--- config.mk ---
export PLATFORM = sky130hd
export DESIGN_NAME = freq_analyzer
export DESIGN_NICKNAME = d
export VERILOG_FILES = /design/src/rtl/fas_pkg.sv /design/src/rtl/cmag_sq.sv /design/src/rtl/freq_analyzer.sv
export SDC_FILE = /design/constraint.sdc
export NUM_CORES = 2
export LEC_CHECK = 0
export CAP_MARGIN = 20
export CORE_UTILIZATION = 54
export DETAILED_ROUTE_END_ITERATION = 6
export PLACE_DENSITY = 0.74
export SLEW_MARGIN = 20
export SYNTH_ARGS = -nofsm -noshare
export SYNTH_HDL_FRONTEND = slang
export SYNTH_SLANG_ARGS = --single-unit
--- constraint.sdc ---
create_clock -name clk -period 51.5 [get_ports clk]
set_input_delay 10.3 -clock clk [delete_from_list [all_inputs] [get_ports clk]]
set_output_delay 10.3 -clock clk [all_outputs]
set_load 0.05 [all_outputs]
--- src/rtl/fas_pkg.sv ---
// fas_pkg: shared constants and types for the frequency analyzer.
//   NBINS   bins per FFT frame (16 only)
//   DW      width of each signed real/imag part (Q8.8)
//   MAG_W   width of a squared magnitude (unsigned)
//   mag_t   squared-magnitude type
//   state_t scan engine states
package fas_pkg;

   localparam int unsigned NBINS = 16;
   localparam int unsigned DW    = 16;
   localparam int unsigned MAG_W = 32;

   typedef logic [MAG_W-1:0] mag_t;

   typedef enum logic [0:0] {
      IDLE = 1'b0,
      SCAN = 1'b1
   } state_t;

endpackage

--- src/rtl/cmag_sq.sv ---
// cmag_sq: combinational squared magnitude re*re + im*im of one complex bin.
//   i_re    signed real part, DW bits
//   i_im    signed imaginary part, DW bits
//   o_mag_c unsigned squared magnitude, MAG_W bits (combinational)
module cmag_sq import fas_pkg::*; #(
   parameter int unsigned DW = fas_pkg::DW
) (
   input  logic signed [DW-1:0] i_re,
   input  logic signed [DW-1:0] i_im,
   output mag_t                 o_mag_c
);

   localparam int unsigned PW = 2 * DW;

   logic signed [PW-1:0] w_re_sq;
   logic signed [PW-1:0] w_im_sq;

   // Sign-extend before multiplying so (-2^(DW-1))^2 is exact.
   assign w_re_sq = PW'(i_re) * PW'(i_re);
   assign w_im_sq = PW'(i_im) * PW'(i_im);

   // Each square is at most 2^(2*DW-2), so the sum stays below 2^(2*DW-1)+1.
   assign o_mag_c = MAG_W'($unsigned(w_re_sq)) + MAG_W'($unsigned(w_im_sq));

endmodule

--- src/rtl/freq_analyzer.sv ---
// freq_analyzer: finds the bin with the largest magnitude in each FFT frame.
//   clk          clock, rising edge
//   rst          asynchronous active-low reset
//   fft_valid    a frame is present on fft_d0..fft_d15
//   fft_d0..15   bin k: real in [2*DW-1:DW], imaginary in [DW-1:0]
//   done         one-cycle pulse, freq valid for a new frame
//   freq         index of the largest-magnitude bin, held until next done
//   overrun      sticky, a frame arrived while the input FIFO was full
// Frames enter a 2-deep FIFO; the scan engine pops one frame and examines
// one bin per cycle, reloading on the last bin so back-to-back frames run
// at one frame per 16 cycles.
module freq_analyzer import fas_pkg::*; #(
   parameter int unsigned NBINS = fas_pkg::NBINS,
   parameter int unsigned DW    = fas_pkg::DW
) (
   input  logic                     clk,
   input  logic                     rst,
   input  logic                     fft_valid,
   input  logic [2*DW-1:0]          fft_d0,
   input  logic [2*DW-1:0]          fft_d1,
   input  logic [2*DW-1:0]          fft_d2,
   input  logic [2*DW-1:0]          fft_d3,
   input  logic [2*DW-1:0]          fft_d4,
   input  logic [2*DW-1:0]          fft_d5,
   input  logic [2*DW-1:0]          fft_d6,
   input  logic [2*DW-1:0]          fft_d7,
   input  logic [2*DW-1:0]          fft_d8,
   input  logic [2*DW-1:0]          fft_d9,
   input  logic [2*DW-1:0]          fft_d10,
   input  logic [2*DW-1:0]          fft_d11,
   input  logic [2*DW-1:0]          fft_d12,
   input  logic [2*DW-1:0]          fft_d13,
   input  logic [2*DW-1:0]          fft_d14,
   input  logic [2*DW-1:0]          fft_d15,
   output logic                     done,
   output logic [$clog2(NBINS)-1:0] freq,
   output logic                     overrun
);

   localparam int unsigned IDX_W = $clog2(NBINS);
   localparam int unsigned EW    = 2 * DW;
   localparam int unsigned DEPTH = 2;

   // Input bins gathered into an array.
   logic [EW-1:0] w_din [NBINS];

   assign w_din[0]  = fft_d0;
   assign w_din[1]  = fft_d1;
   assign w_din[2]  = fft_d2;
   assign w_din[3]  = fft_d3;
   assign w_din[4]  = fft_d4;
   assign w_din[5]  = fft_d5;
   assign w_din[6]  = fft_d6;
   assign w_din[7]  = fft_d7;
   assign w_din[8]  = fft_d8;
   assign w_din[9]  = fft_d9;
   assign w_din[10] = fft_d10;
   assign w_din[11] = fft_d11;
   assign w_din[12] = fft_d12;
   assign w_din[13] = fft_d13;
   assign w_din[14] = fft_d14;
   assign w_din[15] = fft_d15;

   // Frame FIFO storage and bookkeeping.
   logic [EW-1:0] r_fifo [DEPTH][NBINS];
   logic          r_wr_ptr;
   logic          r_rd_ptr;
   logic [1:0]    r_count;

   // Working frame and scan state.
   logic [EW-1:0]    r_work [NBINS];
   state_t           r_state;
   state_t           w_state_nxt;
   logic [IDX_W-1:0] r_bin;
   logic [IDX_W-1:0] r_idx;
   mag_t             r_max;
   logic             r_done;
   logic [IDX_W-1:0] r_freq;
   logic             r_overrun;

   logic          w_pop;
   logic          w_push;
   logic          w_last;
   logic          w_full;
   logic          w_gt;
   logic [EW-1:0] w_cur;
   mag_t          w_mag;

   assign w_full = (r_count == 2'(DEPTH));
   // A pop on the same edge frees a slot, so a full FIFO still accepts.
   assign w_push = fft_valid && (!w_full || w_pop);

   assign w_cur = r_work[r_bin];

   cmag_sq #(
      .DW (DW)
   ) u_cmag (
      .i_re    (w_cur[EW-1:DW]),
      .i_im    (w_cur[DW-1:0]),
      .o_mag_c (w_mag)
   );

   // Strict compare keeps the lowest index on ties.
   assign w_gt = (w_mag > r_max);

   // Next-state and pop control for the scan engine.
   always_comb begin
      w_state_nxt = r_state;
      w_pop       = 1'b0;
      w_last      = 1'b0;
      case (r_state)
         IDLE: begin
            if (r_count != 2'd0) begin
               w_pop       = 1'b1;
               w_state_nxt = SCAN;
            end
         end
         SCAN: begin
            if (r_bin == IDX_W'(NBINS - 1)) begin
               w_last = 1'b1;
               if (r_count != 2'd0) begin
                  w_pop = 1'b1;
               end else begin
                  w_state_nxt = IDLE;
               end
            end
         end
         default: begin
            w_state_nxt = IDLE;
         end
      endcase
   end

   // State register.
   always_ff @(posedge clk or negedge rst) begin
      if (!rst) begin
         r_state <= IDLE;
      end else begin
         r_state <= w_state_nxt;
      end
   end

   // FIFO pointers and occupancy.
   always_ff @(posedge clk or negedge rst) begin
      if (!rst) begin
         r_wr_ptr <= 1'b0;
         r_rd_ptr <= 1'b0;
         r_count  <= 2'd0;
      end else begin
         if (w_push) begin
            r_wr_ptr <= ~r_wr_ptr;
         end
         if (w_pop) begin
            r_rd_ptr <= ~r_rd_ptr;
         end
         r_count <= r_count + 2'(w_push) - 2'(w_pop);
      end
   end

   // FIFO data; on a full push+pop the slot written is the one being read,
   // which is safe because the pop samples the pre-edge contents.
   always_ff @(posedge clk) begin
      if (w_push) begin
         for (int k = 0; k < NBINS; k++) begin
            r_fifo[r_wr_ptr][k] <= w_din[k];
         end
      end
   end

   // Working frame load on pop.
   always_ff @(posedge clk) begin
      if (w_pop) begin
         for (int k = 0; k < NBINS; k++) begin
            r_work[k] <= r_fifo[r_rd_ptr][k];
         end
      end
   end

   // Running maximum, bin counter and result registers.
   always_ff @(posedge clk or negedge rst) begin
      if (!rst) begin
         r_bin     <= '0;
         r_idx     <= '0;
         r_max     <= '0;
         r_done    <= 1'b0;
         r_freq    <= '0;
         r_overrun <= 1'b0;
      end else begin
         if (r_state == SCAN) begin
            if (w_gt) begin
               r_max <= w_mag;
               r_idx <= r_bin;
            end
            r_bin <= r_bin + IDX_W'(1);
         end
         // A reload restarts the search for the next frame.
         if (w_pop) begin
            r_bin <= '0;
            r_idx <= '0;
            r_max <= '0;
         end
         r_done <= w_last;
         if (w_last) begin
            r_freq <= w_gt ? r_bin : r_idx;
         end
         if (fft_valid && !w_push) begin
            r_overrun <= 1'b1;
         end
      end
   end

   assign done    = r_done;
   assign freq    = r_freq;
   assign overrun = r_overrun;

endmodule

# Word-level counts from Yosys, hierarchy flattened
# Memories as Yosys holds them, arrays and structs flattened.
# Cells that the tools add are included.
# word_totals
in_bits	515
output_inout_bits	6
mem_bits_rw	1536
regBits	51
memories	2
word_cells	52
# mem_list
memory	words	width	read_ports	rd_clocked_by_memory_dff	wr	line	source
r_fifo	2	512	1	0	1	freq_analyzer.sv:65	logic [EW-1:0] r_fifo [DEPTH][NBINS];
r_work	16	32	1	0	16	freq_analyzer.sv:71	logic [EW-1:0] r_work [NBINS];
# classes
n_addsub	4
mux	19
reduce_logical	9
mul	2
n_eq_ne	2
bitwise	3
magnitude_cmp	1
# ops
operator	count
$mux W32	3
$mul A16 B16 Y32	2
$add A32 B32 Y32	1
$gt A32 B32 Y1	1
$mux W4	5
$mux W1	9
$reduce_bool A2 Y1	3
$add A4 B1 Y4 const B	1
$eq A4 B4 Y1 const B	1
$pmux W1 S2	2
$not A1 Y1	3
$add A2 B1 Y2	1
$eq A2 B2 Y1 const B	1
$logic_and A1 B1 Y1	2
$logic_not A1 Y1	2
$reduce_and A2 Y1	1
$sub A2 B1 Y2	1
$logic_or A1 B1 Y1	1

# Logic depth before layout (Yosys ltp)
# logic_depth
ltp_word	8
depth_mapped	45
depth_no_buf	39

# Modules after synthesis
# From an unflattened synthesis, not the netlist that was laid out.
# unflattened
hier_cells	4422
hier_area_um2	76335.7
# modules_own_cells
module	seq_area_each_um2	cells_each	area_each_um2	n_inst
freq_analyzer	47400.5	2563	58660.0	1
cmag_sq	0.0	1859	17675.7	1

# Worst setup path after synthesis
# No wires, ideal clock.
# synth_path
path_type	input to register
startpoint	input fft_valid
endpoint	memory r_fifo[0][0] (netlist bit), enable pin
slack_ns	18.538
path_stages	2
n_path_buf	0
arrival_ns	31.564
t_required_ns	50.101
setup_ns	1.399
path_cell_list	nand2_1 > nor2_1
# synth_between
elab_chain_len	3
# synth_lines
element	line	source
start: declaration	freq_analyzer.sv:18	input logic fft_valid,
$logic_and A1 B1 Y1	freq_analyzer.sv:91	assign w_push = fft_valid && (!w_full || w_pop);
$mux W1	freq_analyzer.sv:163	if (w_push) begin
$mux W1 (implied by the code)	freq_analyzer.sv:165	r_fifo[r_wr_ptr][k] <= w_din[k];
end: declaration	freq_analyzer.sv:65	
# Every way passes these cells.

# Final worst setup path
# layout_path
startpoint	input fft_valid
endpoint	memory r_fifo[0][144] (netlist bit), enable pin
# Same word-level chain as after synthesis.

==> results.md <==
* Status: finished clean
* Largest net degree at the start of global routing at 168
* Routed WL per cell at roughly 24 um
* Post-synth net total at approximately 5700
* Finish-stage setup viols at 0
* Core area at roughly 0.14 sq mm
* Post-Syn Area at around 0.076 sq mm
* Required time of the worst setup path at approximately 52 ns
* Initial antenna violation count at 29
* Layout area overhead at 16.1%
* Slew Limit Fails at 0
* TNS Setup at 0 ns
* Post-CTS Setup Repair Bufs at 0
* Crit path max fanout at 60
* CTS root buf: clkbuf_16
* Total CTS buffers at around 160
* Hold Fails Final Rpt at 0
* Clock Latency Late Sink at ~0.81 ns
* Worst setup startpoint: fft_valid
* Die width at approximately 380 um
* Crit start category: primary input
* Ys Warns at 0
* Mux cell area share after synthesis at around an eighth
* Filler instances at about 10000
* Skew final at around 0.058 ns
* DRC viols at 0
* Via count at between 30000 and 40000
* Final GP Congestion at around 0.94
* Initial Utilization at 54.5%
* FP Rows at ~140
* Number of global-route vias before repair at between 40000 and 50000
* Post-synthesis adder-cell area fraction at ~17%
* Vias per std cell at roughly 5.5
* Crit Path Category: in -> reg
* Initial DRT Pass Iterations at 5
* Pre-CTS setup slack at between 30 and 40 ns
* Fin area at 0.0886 sq mm
* Ys async rst share at under 10%
* Synth area leader: edfxtp_1
* Seq/Total Area, Yosys at just over 60%
* Flops & latches, synth at 1587
* Compound-Gate Fraction of Synth Area at about 1.6%
* Largest cells by area after synthesis: edfxtp_1 60%, fa_1 14%, mux2_2 7.8%, mux4_2 4.3%, inv_1 3.4%
* Rel. slew slack at approximately a fifth
* Overflow after GRT at 0
* Top FF cell, synth: edfxtp_1
* Routed WL at 168 mm
* Port bufs at between 500 and 600
* Clock Tree Buf Depth at 3
* Syn Inst Count at between 4000 and 5000
* Netlist cell types at approximately 70
* Gr usage total at between 20 and 25%
* Hold_buf cts at 0
* TritonCTS clock tree: done
* Antenna Violating Nets Remaining at 0
* Max-cap viol count at 0
* Crit path to: r_fifo[0][144]
* Minimum clock period after layout at around 15 ns
* Syn Area/Cell at 17.2 sq um
* CTS HTree Levels at 4
* Endpoint class of the critical path: flip-flop
* Final worst slack at roughly 37 ns
* Resized Gates After CTS at 0
* Die footprint at 0.143 sq mm
* Placed inst area at between 0.08 and 0.09 sq mm
* Reg2Reg Depth at 33
* R2R Setup Slk at ~38 ns
* Worst reg2reg endpoint: r_max[25]
* IO Pins at approximately 520
* Layout cell share with drive strength beyond 1 at between 10% and 20%
* Share of the synthesized area in the top cell type at about three fifths
* EDFF count, synth at 1536
* Die height at about 380 um
* Worst reg2reg path startpoint: r_bin[0]
* Fmax at roughly 0.07 GHz
* Clk sink count at roughly 1600
* CP Data Arrival Time at approximately 15 ns
* RSZ-0062 raised after global routing: false
* Final net count at ~6200
* Post-Synth Simple-Gate Area at between 2 and 2.5%
* Min-delay worst type: reg -> reg
* Post-DP HPWL at about 120 mm
* Main combinational cell family by area after synthesis: adder cells
* Slew @ Worst Pin at between 1 and 1.5 ns
* First-pass GRT wire length at roughly 250 mm
* Worst Hold Slack at a little under 0.5 ns
* Initial DRC count at 2783
* Period utilization at between 20% and 30%
* Xor/xnor cell area share of the yosys netlist at 0.746%
* CTS clk-pin slew, worst paths at 0.06 ns
## synthesized netlist by cell type (2+ instances only)
master	n
a22o_1	36
mux2_2	528
a31oi_1	3
a21oi_1	27
o21ai_0	19
nor3_1	7
o21a_1	17
buf_4	7
a21o_1	15
xor2_1	12
inv_1	684
a21boi_0	2
buf_6	16
o21bai_1	4
clkbuf_1	65
or2_2	3
and3_1	6
ha_1	184
mux2i_1	21
a211oi_1	4
xnor2_1	53
clkinv_1	3
or3_1	2
nor2b_1	5
o21ai_2	5
buf_2	46
a221oi_1	3
nand4_1	12
mux4_2	145
buf_1	4
fa_1	520
a21bo_2	2
o211ai_1	6
a2111oi_0	2
edfxtp_1	1536
nand2_2	4
nand2b_1	3
inv_2	19
and2_1	12
nand2_1	182
nor2_1	131
o21ai_4	2
dfrtp_1	51
nand3_1	7
## critical path, cell delays in order
cell and delay, ns:
clkdlybuf4s50_1 0.54, nand2_1 0.16, nor2_4 0.72, buf_4 0.69, buf_4 0.77, buf_4 0.79, buf_4 0.78
## registers in the layout (all words and copies together) (netlist names), 2 cells and up
| register | flops |
|---|---|
| r_work | 512 |
| r_fifo | 1024 |
| r_count | 2 |
| r_max | 32 |
| freq | 4 |
| r_idx | 4 |
| r_bin | 4 |
## cell families after synthesis
logic type | after synthesis
mux | 694
flops | 1587
fa+ha+maj | 704
xor+xnor | 65
buf+inv | 845
simple gates | 382
compound gates | 162
## worst min path at each step
stage	from	to	slack [ns]	depth (start not counted)
after floorplan	r_wr_ptr	r_wr_ptr	0.46	1
after global placement	overrun	overrun	0.47	1
after detailed placement	overrun	overrun	0.47	1
after CTS	overrun	overrun	0.49	1
after global routing	r_max[26]	r_max[26]	0.53	1
final	overrun	overrun	0.49	1
## final cells by class
class | count | area (sq um) | share of cell area, %
Tap cell | 1876 | 2350 | 2.65
Clock inverter | 82 | 842 | 0.951
Timing Repair Buffer | 558 | 5580 | 6.30
Inverter | 707 | 2660 | 3.01
Clock buffer | 202 | 4160 | 4.70
Multi-Input combinational cell | 2007 | 25500 | 28.8
Antenna cell | 12 | 30.0 | 0.0339
Sequential cell | 1587 | 47400 | 53.5
## layer usage
| metal | vias to the layer above | share of wire, % | GRT usage, % |
|---|---|---|---|
| li1 | 16884 | - | - |
| met1 | 19994 | 39 | 30.9 |
| met2 | 1226 | 51 | 41.4 |
| met3 | 280 | 6.4 | 5.26 |
| met4 | 26 | 3.5 | 8.85 |
| met5 | - | 0.11 | 0 |
## placed cells by master, fill, tap and decap left out, types with 46 or more instances in the layout
cell type / Yosys / routed
clkbuf_16: 0 / 159
fa_1: 520 / 520
mux4_2: 145 / 145
nand2_1: 182 / 182
edfxtp_1: 1536 / 1536
nor2_1: 131 / 130
clkdlybuf4s50_1: 0 / 519
dfrtp_1: 51 / 46
ha_1: 184 / 184
xnor2_1: 53 / 53
mux2_2: 528 / 528
inv_1: 684 / 684
## through the flow
step,cells,util (%)
detailed placement,6735,59.7
CTS,7019,63.3
finish,7031,63.3
floorplan,4439,-
global route,7028,63.3
global placement,6735,59.7
Power is not shown: default switching activity piles up to over one toggle a cycle in this logic, so the estimate is an artifact.
